--- config.mk ---
export PLATFORM = sky130hd
export DESIGN_NAME = clock_set_ctrl
export DESIGN_NICKNAME = d
export VERILOG_FILES = /design/src/rtl/clock_set_ctrl_pkg.sv /design/src/rtl/clock_set_ctrl_key_debounce.sv /design/src/rtl/clock_set_ctrl.sv
export SDC_FILE = /design/constraint.sdc
export NUM_CORES = 1
export LEC_CHECK = 0
export CORE_ASPECT_RATIO = 0.9
export CORE_UTILIZATION = 45
export CTS_CLUSTER_DIAMETER = 40
export DETAILED_ROUTE_END_ITERATION = 6
export GPL_TIMING_DRIVEN = 1
export PLACE_DENSITY_LB_ADDON = 0.3
export RECOVER_POWER = 50
export SLEW_MARGIN = 20
export SYNTH_ARGS = -nofsm -noshare
export SYNTH_HDL_FRONTEND = slang
export SYNTH_HIERARCHICAL = 1
export SYNTH_SLANG_ARGS = --single-unit
--- constraint.sdc ---
create_clock -name clk -period 2.5 [get_ports clk]
set_clock_uncertainty 0.2 [all_clocks]
set_input_delay 0.75 -clock clk [delete_from_list [all_inputs] [get_ports clk]]
set_output_delay 0.75 -clock clk [all_outputs]
set_load 0.05 [all_outputs]
--- src/rtl/clock_set_ctrl_pkg.sv ---
// Shared types, key indices and time limits for the
// time-setting controller and its key debouncers.
package clock_pkg;

   typedef enum logic [1:0] {
      RUN,
      SET_HOUR,
      SET_MIN,
      COMMIT
   } state_t;

   localparam int K_MODE    = 0;
   localparam int K_UP      = 1;
   localparam int K_DOWN    = 2;
   localparam int K_CONFIRM = 3;
   localparam int K_CANCEL  = 4;
   localparam int NKEYS     = 5;

   localparam logic [4:0] HOUR_MAX = 5'd23;
   localparam logic [5:0] MIN_MAX  = 6'd59;

   localparam logic [3:0] MASK_HOUR = 4'b1100;
   localparam logic [3:0] MASK_MIN  = 4'b0011;

   function automatic logic [4:0] hour_clamp(
      input logic [4:0] h
   );
      return (h > HOUR_MAX) ? HOUR_MAX : h;
   endfunction

   function automatic logic [5:0] min_clamp(
      input logic [5:0] m
   );
      return (m > MIN_MAX) ? MIN_MAX : m;
   endfunction

   // Wrapping +1/-1 of an hour value
   function automatic logic [4:0] hour_step(
      input logic [4:0] h,
      input logic       up
   );
      if (up)
         return (h >= HOUR_MAX) ? 5'd0 : h + 5'd1;
      return (h == 5'd0) ? HOUR_MAX : h - 5'd1;
   endfunction

   // Wrapping +1/-1 of a minute value
   function automatic logic [5:0] min_step(
      input logic [5:0] m,
      input logic       up
   );
      if (up)
         return (m >= MIN_MAX) ? 6'd0 : m + 6'd1;
      return (m == 6'd0) ? MIN_MAX : m - 6'd1;
   endfunction

endpackage

--- src/rtl/clock_set_ctrl_key_debounce.sv ---
// One push-key: 2-FF synchronizer, stability counter, press pulse.
// Ports: clk, rst (sync, active-high), i_key raw key,
//   o_level debounced level, o_press one-cycle 0->1 pulse.
module key_debounce #(
   parameter int DEBOUNCE_CYCLES = 1000000
) (
   input  logic clk,
   input  logic rst,
   input  logic i_key,
   output logic o_level,
   output logic o_press
);

   localparam int CW = $clog2(DEBOUNCE_CYCLES + 1);

   logic [1:0]    r_sync;
   logic [CW-1:0] r_cnt;
   logic          r_level;
   logic          r_press;

   always_ff @(posedge clk) begin
      if (rst) begin
         r_sync  <= '0;
         r_cnt   <= '0;
         r_level <= 1'b0;
         r_press <= 1'b0;
      end else begin
         r_sync  <= {r_sync[0], i_key};
         r_press <= 1'b0;
         // Count consecutive disagreeing cycles; any
         // agreement restarts the count.
         if (r_sync[1] != r_level) begin
            if (r_cnt == CW'(DEBOUNCE_CYCLES - 1)) begin
               r_level <= r_sync[1];
               r_press <= r_sync[1];
               r_cnt   <= '0;
            end else begin
               r_cnt <= r_cnt + CW'(1);
            end
         end else begin
            r_cnt <= '0;
         end
      end
   end

   assign o_level = r_level;
   assign o_press = r_press;

endmodule

--- src/rtl/clock_set_ctrl.sv ---
// Time-setting controller: key debounce, RUN/SET/COMMIT FSM,
// timekeeper enable/load and display blink mask.
// Ports: clk, rst (sync, active-high), key[4:0] raw keys,
//   cur_hour/cur_min live time; run_en, load, load_hour,
//   load_min, blink_mask, editing (all registered).
// Option: define AUTO_REPEAT_EN for UP/DOWN auto-repeat.
module clock_set_ctrl
   import clock_pkg::*;
#(
   parameter int DEBOUNCE_CYCLES = 1000000,
   parameter int BLINK_HALF      = 25000000,
   parameter int IDLE_TIMEOUT    = 1000000000,
   parameter int REPEAT_DELAY    = 50000000,
   parameter int REPEAT_RATE     = 10000000
) (
   input  logic       clk,
   input  logic       rst,
   input  logic [4:0] key,
   input  logic [4:0] cur_hour,
   input  logic [5:0] cur_min,
   output logic       run_en,
   output logic       load,
   output logic [4:0] load_hour,
   output logic [5:0] load_min,
   output logic [3:0] blink_mask,
   output logic       editing
);

   logic [NKEYS-1:0] w_press;
   logic [NKEYS-1:0] w_level;

   for (genvar g = 0; g < NKEYS; g++) begin : g_key
      key_debounce #(
         .DEBOUNCE_CYCLES(DEBOUNCE_CYCLES)
      ) u_db (
         .clk    (clk),
         .rst    (rst),
         .i_key  (key[g]),
         .o_level(w_level[g]),
         .o_press(w_press[g])
      );
   end

   state_t      r_state;
   logic        r_run_en;
   logic        r_load;
   logic [4:0]  r_hour;
   logic [5:0]  r_min;
   logic [3:0]  r_mask;
   logic        r_editing;
   logic [31:0] r_idle;
   logic [31:0] r_bcnt;
   logic        r_ph;

   logic w_in_set;
   logic w_rep_up;
   logic w_rep_dn;
   logic w_up_ev;
   logic w_dn_ev;
   logic w_hi;
   logic w_acc_cancel;
   logic w_acc_confirm;
   logic w_acc_mode;
   logic w_acc_up;
   logic w_acc_dn;
   logic w_acc_any;
   logic w_timeout;
   logic w_blink_rst;
   logic w_bwrap;
   logic w_ph_nxt;

   assign w_in_set = (r_state == SET_HOUR) ||
                     (r_state == SET_MIN);

   // One accepted event per cycle:
   // CANCEL > CONFIRM > MODE > UP > DOWN
   assign w_up_ev = w_press[K_UP] | w_rep_up;
   assign w_dn_ev = w_press[K_DOWN] | w_rep_dn;
   assign w_hi    = w_press[K_CANCEL] |
                    w_press[K_CONFIRM] |
                    w_press[K_MODE];

   assign w_acc_cancel  = w_press[K_CANCEL];
   assign w_acc_confirm = w_press[K_CONFIRM] &
                          ~w_press[K_CANCEL];
   assign w_acc_mode    = w_press[K_MODE] &
                          ~w_press[K_CANCEL] &
                          ~w_press[K_CONFIRM];
   assign w_acc_up      = w_up_ev & ~w_hi;
   assign w_acc_dn      = w_dn_ev & ~w_up_ev & ~w_hi;
   assign w_acc_any     = w_acc_cancel | w_acc_confirm |
                          w_acc_mode | w_acc_up | w_acc_dn;

   // An accepted press in the same cycle wins over timeout
   assign w_timeout = w_in_set & ~w_acc_any &
                      (r_idle == 32'(IDLE_TIMEOUT - 1));

   always_ff @(posedge clk) begin
      if (rst || !w_in_set || w_acc_any)
         r_idle <= '0;
      else
         r_idle <= r_idle + 32'd1;
   end

   // Blink phase: 0 = visible, 1 = blank
   assign w_blink_rst = ((r_state == RUN) & w_acc_mode) |
                        (w_in_set & (w_acc_up | w_acc_dn));
   assign w_bwrap  = (r_bcnt == 32'(BLINK_HALF - 1));
   assign w_ph_nxt = w_blink_rst ? 1'b0 :
                     (w_bwrap ? ~r_ph : r_ph);

   always_ff @(posedge clk) begin
      if (rst || w_blink_rst || w_bwrap)
         r_bcnt <= '0;
      else
         r_bcnt <= r_bcnt + 32'd1;
   end

   always_ff @(posedge clk) begin
      if (rst)
         r_ph <= 1'b0;
      else
         r_ph <= w_ph_nxt;
   end

`ifdef AUTO_REPEAT_EN
   logic        r_rep_arm;
   logic        r_rep_dir;
   logic        r_rep_first;
   logic [31:0] r_rep_cnt;
   logic        w_rep_lvl;
   logic [31:0] w_rep_lim;
   logic        w_rep_fire;

   assign w_rep_lvl = r_rep_dir ? w_level[K_UP] :
                                  w_level[K_DOWN];
   assign w_rep_lim = r_rep_first ?
                      32'(REPEAT_DELAY - 1) :
                      32'(REPEAT_RATE - 1);
   assign w_rep_fire = r_rep_arm & w_in_set & w_rep_lvl &
                       (r_rep_cnt == w_rep_lim);
   assign w_rep_up = w_rep_fire & r_rep_dir;
   assign w_rep_dn = w_rep_fire & ~r_rep_dir;

   always_ff @(posedge clk) begin
      if (rst) begin
         r_rep_arm   <= 1'b0;
         r_rep_dir   <= 1'b0;
         r_rep_first <= 1'b1;
         r_rep_cnt   <= '0;
      end else if (!w_in_set || w_acc_cancel ||
                   w_acc_confirm || w_acc_mode ||
                   w_timeout) begin
         r_rep_arm <= 1'b0;
         r_rep_cnt <= '0;
      end else if (w_acc_up || w_acc_dn) begin
         r_rep_cnt <= '0;
         if (w_rep_fire) begin
            r_rep_first <= 1'b0;
         end else begin
            r_rep_arm   <= 1'b1;
            r_rep_first <= 1'b1;
            r_rep_dir   <= w_acc_up;
         end
      end else if (r_rep_arm && !w_rep_lvl) begin
         r_rep_arm <= 1'b0;
      end else if (r_rep_arm) begin
         r_rep_cnt <= r_rep_cnt + 32'd1;
      end
   end
`else
   localparam int unused_rep = REPEAT_DELAY + REPEAT_RATE;
   logic w_unused_lvl;
   assign w_unused_lvl = ^w_level;
   assign w_rep_up = 1'b0;
   assign w_rep_dn = 1'b0;
`endif

   always_ff @(posedge clk) begin
      if (rst) begin
         r_state   <= RUN;
         r_run_en  <= 1'b1;
         r_load    <= 1'b0;
         r_hour    <= '0;
         r_min     <= '0;
         r_mask    <= '0;
         r_editing <= 1'b0;
      end else begin
         r_load <= 1'b0;
         case (r_state)
            RUN: begin
               r_run_en  <= 1'b1;
               r_editing <= 1'b0;
               r_mask    <= '0;
               if (w_acc_mode) begin
                  r_state   <= SET_HOUR;
                  r_hour    <= hour_clamp(cur_hour);
                  r_min     <= min_clamp(cur_min);
                  r_run_en  <= 1'b0;
                  r_editing <= 1'b1;
               end
            end
            SET_HOUR: begin
               r_mask <= w_ph_nxt ? MASK_HOUR : 4'b0;
               if (w_acc_cancel || w_timeout) begin
                  r_state   <= RUN;
                  r_run_en  <= 1'b1;
                  r_editing <= 1'b0;
                  r_mask    <= '0;
               end else if (w_acc_confirm) begin
                  r_state   <= COMMIT;
                  r_load    <= 1'b1;
                  r_editing <= 1'b0;
                  r_mask    <= '0;
               end else if (w_acc_mode) begin
                  r_state <= SET_MIN;
                  r_mask  <= w_ph_nxt ? MASK_MIN : 4'b0;
               end else if (w_acc_up || w_acc_dn) begin
                  r_hour <= hour_step(r_hour, w_acc_up);
               end
            end
            SET_MIN: begin
               r_mask <= w_ph_nxt ? MASK_MIN : 4'b0;
               if (w_acc_cancel || w_timeout) begin
                  r_state   <= RUN;
                  r_run_en  <= 1'b1;
                  r_editing <= 1'b0;
                  r_mask    <= '0;
               end else if (w_acc_confirm) begin
                  r_state   <= COMMIT;
                  r_load    <= 1'b1;
                  r_editing <= 1'b0;
                  r_mask    <= '0;
               end else if (w_acc_mode) begin
                  r_state <= SET_HOUR;
                  r_mask  <= w_ph_nxt ? MASK_HOUR : 4'b0;
               end else if (w_acc_up || w_acc_dn) begin
                  r_min <= min_step(r_min, w_acc_up);
               end
            end
            COMMIT: begin
               r_state   <= RUN;
               r_run_en  <= 1'b1;
               r_editing <= 1'b0;
               r_mask    <= '0;
            end
            default: begin
               r_state  <= RUN;
               r_run_en <= 1'b1;
            end
         endcase
      end
   end

   assign run_en     = r_run_en;
   assign load       = r_load;
   assign load_hour  = r_hour;
   assign load_min   = r_min;
   assign blink_mask = r_mask;
   assign editing    = r_editing;

endmodule
Word-level counts from Yosys, hierarchy flattened
Cells that the tools add are included.
{"block": "classes", "addsub": 11, "magnitude_cmp": 4, "n_eq_ne": 27, "mux": 57, "bitwise_logic": 35, "n_reduce_logical": 33}
{"op": "adder 20 x 1 -> 20 bit, second input constant", "n": 5}
{"op": "equality test 20 bit, second input constant", "n": 5}
{"op": "adder 32 x 1 -> 32 bit, second input constant", "n": 2}
{"op": "2-to-1 mux 6 bit", "n": 10}
{"op": "2-to-1 mux 5 bit", "n": 10}
{"op": "OR reduction 3 bit", "n": 11}
{"op": "equality test 32 x 25 -> 1 bit, second input constant", "n": 1}
{"op": "equality test 32 x 30 -> 1 bit, second input constant", "n": 1}
{"op": "2-to-1 mux 4 bit", "n": 7}
{"op": "2-to-1 mux 1 bit", "n": 17}
{"op": "inverter 1 bit", "n": 17}
{"op": "2-to-1 mux 2 bit", "n": 7}
{"op": "inequality test 2 bit, second input constant", "n": 7}
{"op": "case mux 4 bit (3 select lines)", "n": 1}
{"op": "case mux 6 bit (2 select lines)", "n": 1}
{"op": "AND reduction 6 bit", "n": 2}
{"op": "AND 1 bit", "n": 10}
{"op": "case mux 5 bit (2 select lines)", "n": 1}
{"op": "AND reduction 2 bit", "n": 5}
{"op": "bitwise OR 1 bit", "n": 8}
{"op": "case mux 2 bit (4 select lines)", "n": 1}
{"op": "logical OR 1 bit", "n": 7}
{"op": "adder 6 x 1 -> 6 bit, second input constant", "n": 1}
{"op": ">= comparator 6 bit, second input constant", "n": 1}
{"op": "other kinds (19)", "n": 29}
{"block": "totals", "regBits": 205, "inputBits": 18, "out_inout_bits": 18, "wordCells": 197}

Depth between registers and ports, before layout
{"block": "depth", "word_depth": 19, "depth_mapped": 8, "ltp_nobuf": 7}

Modules after synthesis
Netlist, hierarchy kept.
{"mod": "clock_set_ctrl", "instances": 1, "cells_each": 580, "area_per_inst_um2": 4654.5, "seq_area_each_um2": 1661.6}
{"mod": "key_debounce (g_key[0].u_db ...)", "instances": 4, "cells_each": 118, "area_per_inst_um2": 1034.7, "seq_area_each_um2": 480.5}
{"mod": "key_debounce (g_key[4].u_db)", "instances": 1, "cells_each": 117, "area_per_inst_um2": 1096.1, "seq_area_each_um2": 480.5}

Least setup slack after synthesis
Ideal clock, no wire load.
{"block": "synth_path", "path_kind": "register -> register", "from": "register r_min[1], in the netlist load_min[1]", "to": "register r_min[2], in the netlist load_min[2]", "setup_time_ps": 86, "t_arrival_ps": 2229, "required_ps": 2214, "path_slack_ps": -15, "path_stages_with_launch": 9, "path_buffers": 1, "synth_period_minus_slack_ps": 2515, "cell_sequence": "dfxtp_1 clkbuf_1 inv_1 ha_1 nand2b_1 o21ai_0 mux4_2 mux2_2 a211oi_1"}
{"block": "synth_via", "elab_chain_cells": 9, "word_cells_on_any_way": 13, "cone_classes": "add/sub: 2; order compare: 1; mux: 9; reduce/logical: 1"}
{"element": "start, declared", "line_no": "clock_set_ctrl.sv:48", "text": "logic [5:0] r_min;"}
{"element": "start signal, assigned", "line_no": "clock_set_ctrl.sv:198", "text": "r_min <= min_clamp(cur_min);"}
{"element": "start signal, assigned", "line_no": "clock_set_ctrl.sv:238", "text": "r_min <= min_step(r_min, w_acc_up);"}
{"element": "adder 6 x 1 -> 6 bit / >= comparator 6 bit (equally long branches)", "line_no": "clock_set_ctrl_pkg.sv:53", "text": "return (m >= MIN_MAX) ? 6'd0 : m + 6'd1;"}
{"element": "2-to-1 mux 6 bit", "line_no": "clock_set_ctrl_pkg.sv:53"}
{"element": "2-to-1 mux 6 bit", "line_no": "clock_set_ctrl_pkg.sv:52", "text": "if (up)"}
{"element": "2-to-1 mux 6 bit (*)", "line_no": "clock_set_ctrl_pkg.sv:54", "text": "return (m == 6'd0) ? MIN_MAX : m - 6'd1;"}
{"element": "2-to-1 mux 6 bit (*)", "line_no": "clock_set_ctrl.sv:237", "text": "end else if (w_acc_up || w_acc_dn) begin"}
{"element": "2-to-1 mux 6 bit (*)", "line_no": "clock_set_ctrl.sv:234", "text": "end else if (w_acc_mode) begin"}
{"element": "2-to-1 mux 6 bit (*)", "line_no": "clock_set_ctrl.sv:229", "text": "end else if (w_acc_confirm) begin"}
{"element": "2-to-1 mux 6 bit (*)", "line_no": "clock_set_ctrl.sv:224", "text": "if (w_acc_cancel || w_timeout) begin"}
{"element": "case mux 6 bit (2 select lines) (*)", "line_no": "clock_set_ctrl.sv:190", "text": "case (r_state)"}
Every way passes the cells marked *; elsewhere a longest branch is shown, timed or not. The select of a mux whose other input is x is not followed.
A chain may end at the register's enable or synchronous reset.

Worst setup path in the final report
{"block": "layout_path", "from": "register r_idle[10]", "to": "register r_state[1]"}
{"block": "layout_via", "elab_chain_cells": 5, "word_cells_on_any_way": 7, "cone_classes": "eq/ne: 2; mux: 3; bitwise: 1; reduce/logical: 1"}
{"element": "start, declared", "line_no": "clock_set_ctrl.sv:51", "text": "logic [31:0] r_idle;"}
{"element": "start signal, assigned", "line_no": "clock_set_ctrl.sv:102", "text": "r_idle <= r_idle + 32'd1;"}
{"element": "equality test 32 x 30 -> 1 bit (*)", "line_no": "clock_set_ctrl.sv:96", "text": "(r_idle == 32'(IDLE_TIMEOUT - 1));"}
{"element": "AND 1 bit (*)", "line_no": "clock_set_ctrl.sv:95", "text": "assign w_timeout = w_in_set & ~w_acc_any &"}
{"element": "logical OR 1 bit (*)", "line_no": "clock_set_ctrl.sv:205, clock_set_ctrl.sv:224"}
{"element": "2-to-1 mux 2 bit (on tied branches)", "line_no": "clock_set_ctrl.sv:224, clock_set_ctrl.sv:205"}
{"element": "case mux 2 bit (4 select lines)", "line_no": "clock_set_ctrl.sv:190"}
{"element": "end signal, assigned", "line_no": "clock_set_ctrl.sv:196", "text": "r_state <= SET_HOUR;"}
{"element": "end signal, assigned", "line_no": "clock_set_ctrl.sv:206", "text": "r_state <= RUN;"}
{"element": "end signal, assigned", "line_no": "clock_set_ctrl.sv:225", "text": "r_state <= RUN;"}
{"element": "end, declared", "line_no": "clock_set_ctrl.sv:44", "text": "state_t r_state;"}
Every way passes the cells marked *; elsewhere a longest branch is shown, timed or not.

==> flow_metrics.tcl <==
set metrics [dict create \
    outcome "completed" \
    cts-buffers-inserted 30 \
    setup_viol 0 \
    worst_pin_slew_ns 1.14 \
    grt_max_degree 33 \
    hold_path_class "reg2reg" \
    critical_path.most_common_cell "or4_1" \
    dp.cells 1498 \
    powerDensity_nw_per_um2 649 \
    start_util_pct 45.9 \
    synth-main-ff-cell "dfxtp_1" \
    cts_tree "yes" \
    slowest_delay_ns 0.57 \
    relSlewSlack_pct 23.7 \
    routed_via_density 5.42 \
    grt_use_total_pct 18.8 \
    cts_hold_buf 0 \
    fin_crit_sh_pct 98.2 \
    synth.top_cell.area_share_pct 41.1 \
    grt_pass1_vias 7957 \
    p_leak_nw 3.85 \
    required_ns 2.73 \
    syn_area_um2 9890 \
    antenna_found_initial 0 \
    wl_um 20700 \
    syn_avg_cell_area_um2 8.46 \
    seqCellArea_um2 4070 \
    ys_async_sr_fraction_pct 0 \
    arrival_ns 2.68 \
    cp_num_buf_inv 0 \
    nets 1273 \
    synth_edf_count 0 \
    area_delta_synth_final_pct 18.8 \
    final_core_util_pct 54.5 \
    cp_max_fo 2 \
    synth_fp_nets 1203 \
    layout-drive-gt1-share_pct 11.3 \
    grt_pass1_wl_um 36100 \
    cpLargestDelayFamily "simple AND/OR/NAND/NOR gates" \
    p_total_mw 7.63 \
    slew_violations 0 \
    yosysWarningCount 6 \
    cts.clk_slew.worst_paths_ns 0.06 \
    fp.dieH_um 143 \
    pin_count 36 \
    finalCriticalPeriod_ns 2.45 \
    drcViolationCount 0 \
    final_cells 1553 \
    num_rows 51 \
    irDropWorstVdd_mv 0.502 \
    drv_cap 0 \
    clk_path_buf_depth 3 \
    place_congestion 0.869 \
    cts_max_level 1 \
    worstSetupPathType "reg2reg" \
    path_cells "or4_1, or4_1, o311a_1, o2111a_1, a41o_1" \
    io_buffers 35 \
    synth-seq-area-share_pct 41.1 \
    crit_path_start_kind "flop" \
    overflow 0 \
    vias 8418 \
    wl_per_cell_um 13.3 \
    root_buffer "clkbuf_16" \
    multi_input_area_um2 5520 \
    die-area_um2 22600 \
    antennaDiodeCount 0 \
    rsz0062_at_grt "false" \
    synth_top_area_cell "dfxtp_1" \
    detailed_place_hpwl_um 14100 \
    fillers 2044 \
    ys_seq_elements 203 \
    die_x_um 158 \
    insertion_delay_ns 0.54 \
    fin_setup_tns_ns 0 \
    synth.distinct_cells 72 \
    crit_slowest_cell "or4_1" \
    first_pass_iters 5 \
    synth_area_leaders "dfxtp_1, nor2_1, xnor2_1" \
    cts_num_sinks 203 \
    ant_nets 0 \
    hold_viol_final 0 \
    fmaxAchievable_mhz 407 \
    core-area_um2 21600 \
    first_iter_violations 381 \
    crit_path_end_kind "flop" \
    syn_inst 1169 \
]
-- worst paths after layout --
kind | startpoint | end | slack, ns | depth (start not counted)
worst min register to register | g_key[0].u_db/r_sync[0]$_SDFF_PP0_ | g_key[0].u_db/r_sync[1]$_SDFF_PP0_ | 0.23 | 1
worst max register to register | r_idle[10]$_SDFF_PP0_ | r_state[1]$_SDFFE_PP0P_ | 0.05 | 5
worst min-delay path | g_key[0].u_db/r_sync[0]$_SDFF_PP0_ | g_key[0].u_db/r_sync[1]$_SDFF_PP0_ | 0.23 | 1
worst max-delay path | r_idle[10]$_SDFF_PP0_ | r_state[1]$_SDFFE_PP0P_ | 0.05 | 5
-- layout by cell type, fill, tap and decap left out, drive strengths merged, types with 5 or more instances in the layout --
cell type and n:
a31oi 7, xnor2 61, dfxtp 203, nor3 25, a21oi 51, or4 23
and2 9, clkinvlp 5, nand2b 5, or2 6, nor4 29, and4 16
nand4b 6, xor2 61, nand2 78, dlygate4sd2 6, nor2 160, o21ai 54
clkbuf 42, nor3b 7, a211oi 6, nor4b 8, and3 25, inv 46
ha 16, nor4bb 6, buf 48, nand4 49, or3 33, o31ai 16
clkdlybuf4s50 16, nor2b 16, nand3 73
-- worst reg2reg max path, cell delays in order (launching register included) --
cell      delay (ns)
dfxtp_1         0.30
or4_1           0.53
or4_1           0.57
o311a_1         0.33
o2111a_1        0.23
a41o_1          0.19
-- area by class of cell --
| type | instances | area share, % |
|---|---|---|
| timing repair buffer | 81 | 5.39 |
| clock buffer | 31 | 6.60 |
| multi-input combinational | 889 | 47.0 |
| inverter | 34 | 1.09 |
| tap | 291 | 3.10 |
| sequential | 203 | 34.6 |
| clock inverter | 24 | 2.27 |
-- Yosys cell counts (25+ instances only) --
cell	n
inv_1	34
nand2_1	77
nand3_1	72
nor3_1	25
xor2_1	61
a21oi_1	51
dfxtp_1	203
o21ai_0	48
clkbuf_1	32
xnor2_1	61
nor4_1	29
nor2_1	160
or3_1	33
nand4_1	44
-- metrics by stage --
step	area, um^2	hold WS [ns]	setup WS (ns)
6_report	11800	0.234	0.0452
3_5_place_dp	10700	0.225	0.0239
3_3_place_gp	10700	0.219	0.0352
4_1_cts	11800	0.240	0.0311
2_1_floorplan	9890	0.214	0.00258
5_1_grt	11800	0.253	0.00718
-- power breakdown --
part	internal, mW	switching [mW]
Sequential	3.25	0.00974
Clock	2.63	1.63
Combinational	0.0472	0.0550
Total	5.93	1.70
-- registers in the layout, summed over array words and instances (netlist names) --
signal	flops
g_key.u_db/r_sync	10
editing	1
g_key.u_db/o_level	5
r_idle	32
run_en	1
load_min	6
r_state	2
g_key.u_db/o_press	5
g_key.u_db/r_cnt	100
load	1
r_bcnt	32
blink_mask	2
r_ph	1
load_hour	5
-- cells by family after synthesis --
kind of cell             share of synthesized area (%)
AND/OR/NAND/NOR                                   32.2
buffers and inverters                             3.29
XOR/XNOR                                          10.8
adder cells (fa/ha/maj)                           2.02
flip-flops                                        41.1
AO/OA/AOI/OAI                                     10.2
multiplexers                                     0.443
-- metal layers --
metal  track usage, %  vias up  share of wire (%)
met5                0        -                  0
met3             3.46       35                4.4
met1             26.1     3873                 50
met4             5.06        0                2.0
met2             29.8      154                 43
li1                 -     4356                  -
-- repair_timing --
action	CTS	global route
endpoints found under the hold margin	0	0
gates resized for setup	6	5
gates cloned	0	0
pin swaps	0	1
setup buffers	0	0
endpoints found under the setup margin	6	4
Note: power is estimated with default switching activity, not from simulation.
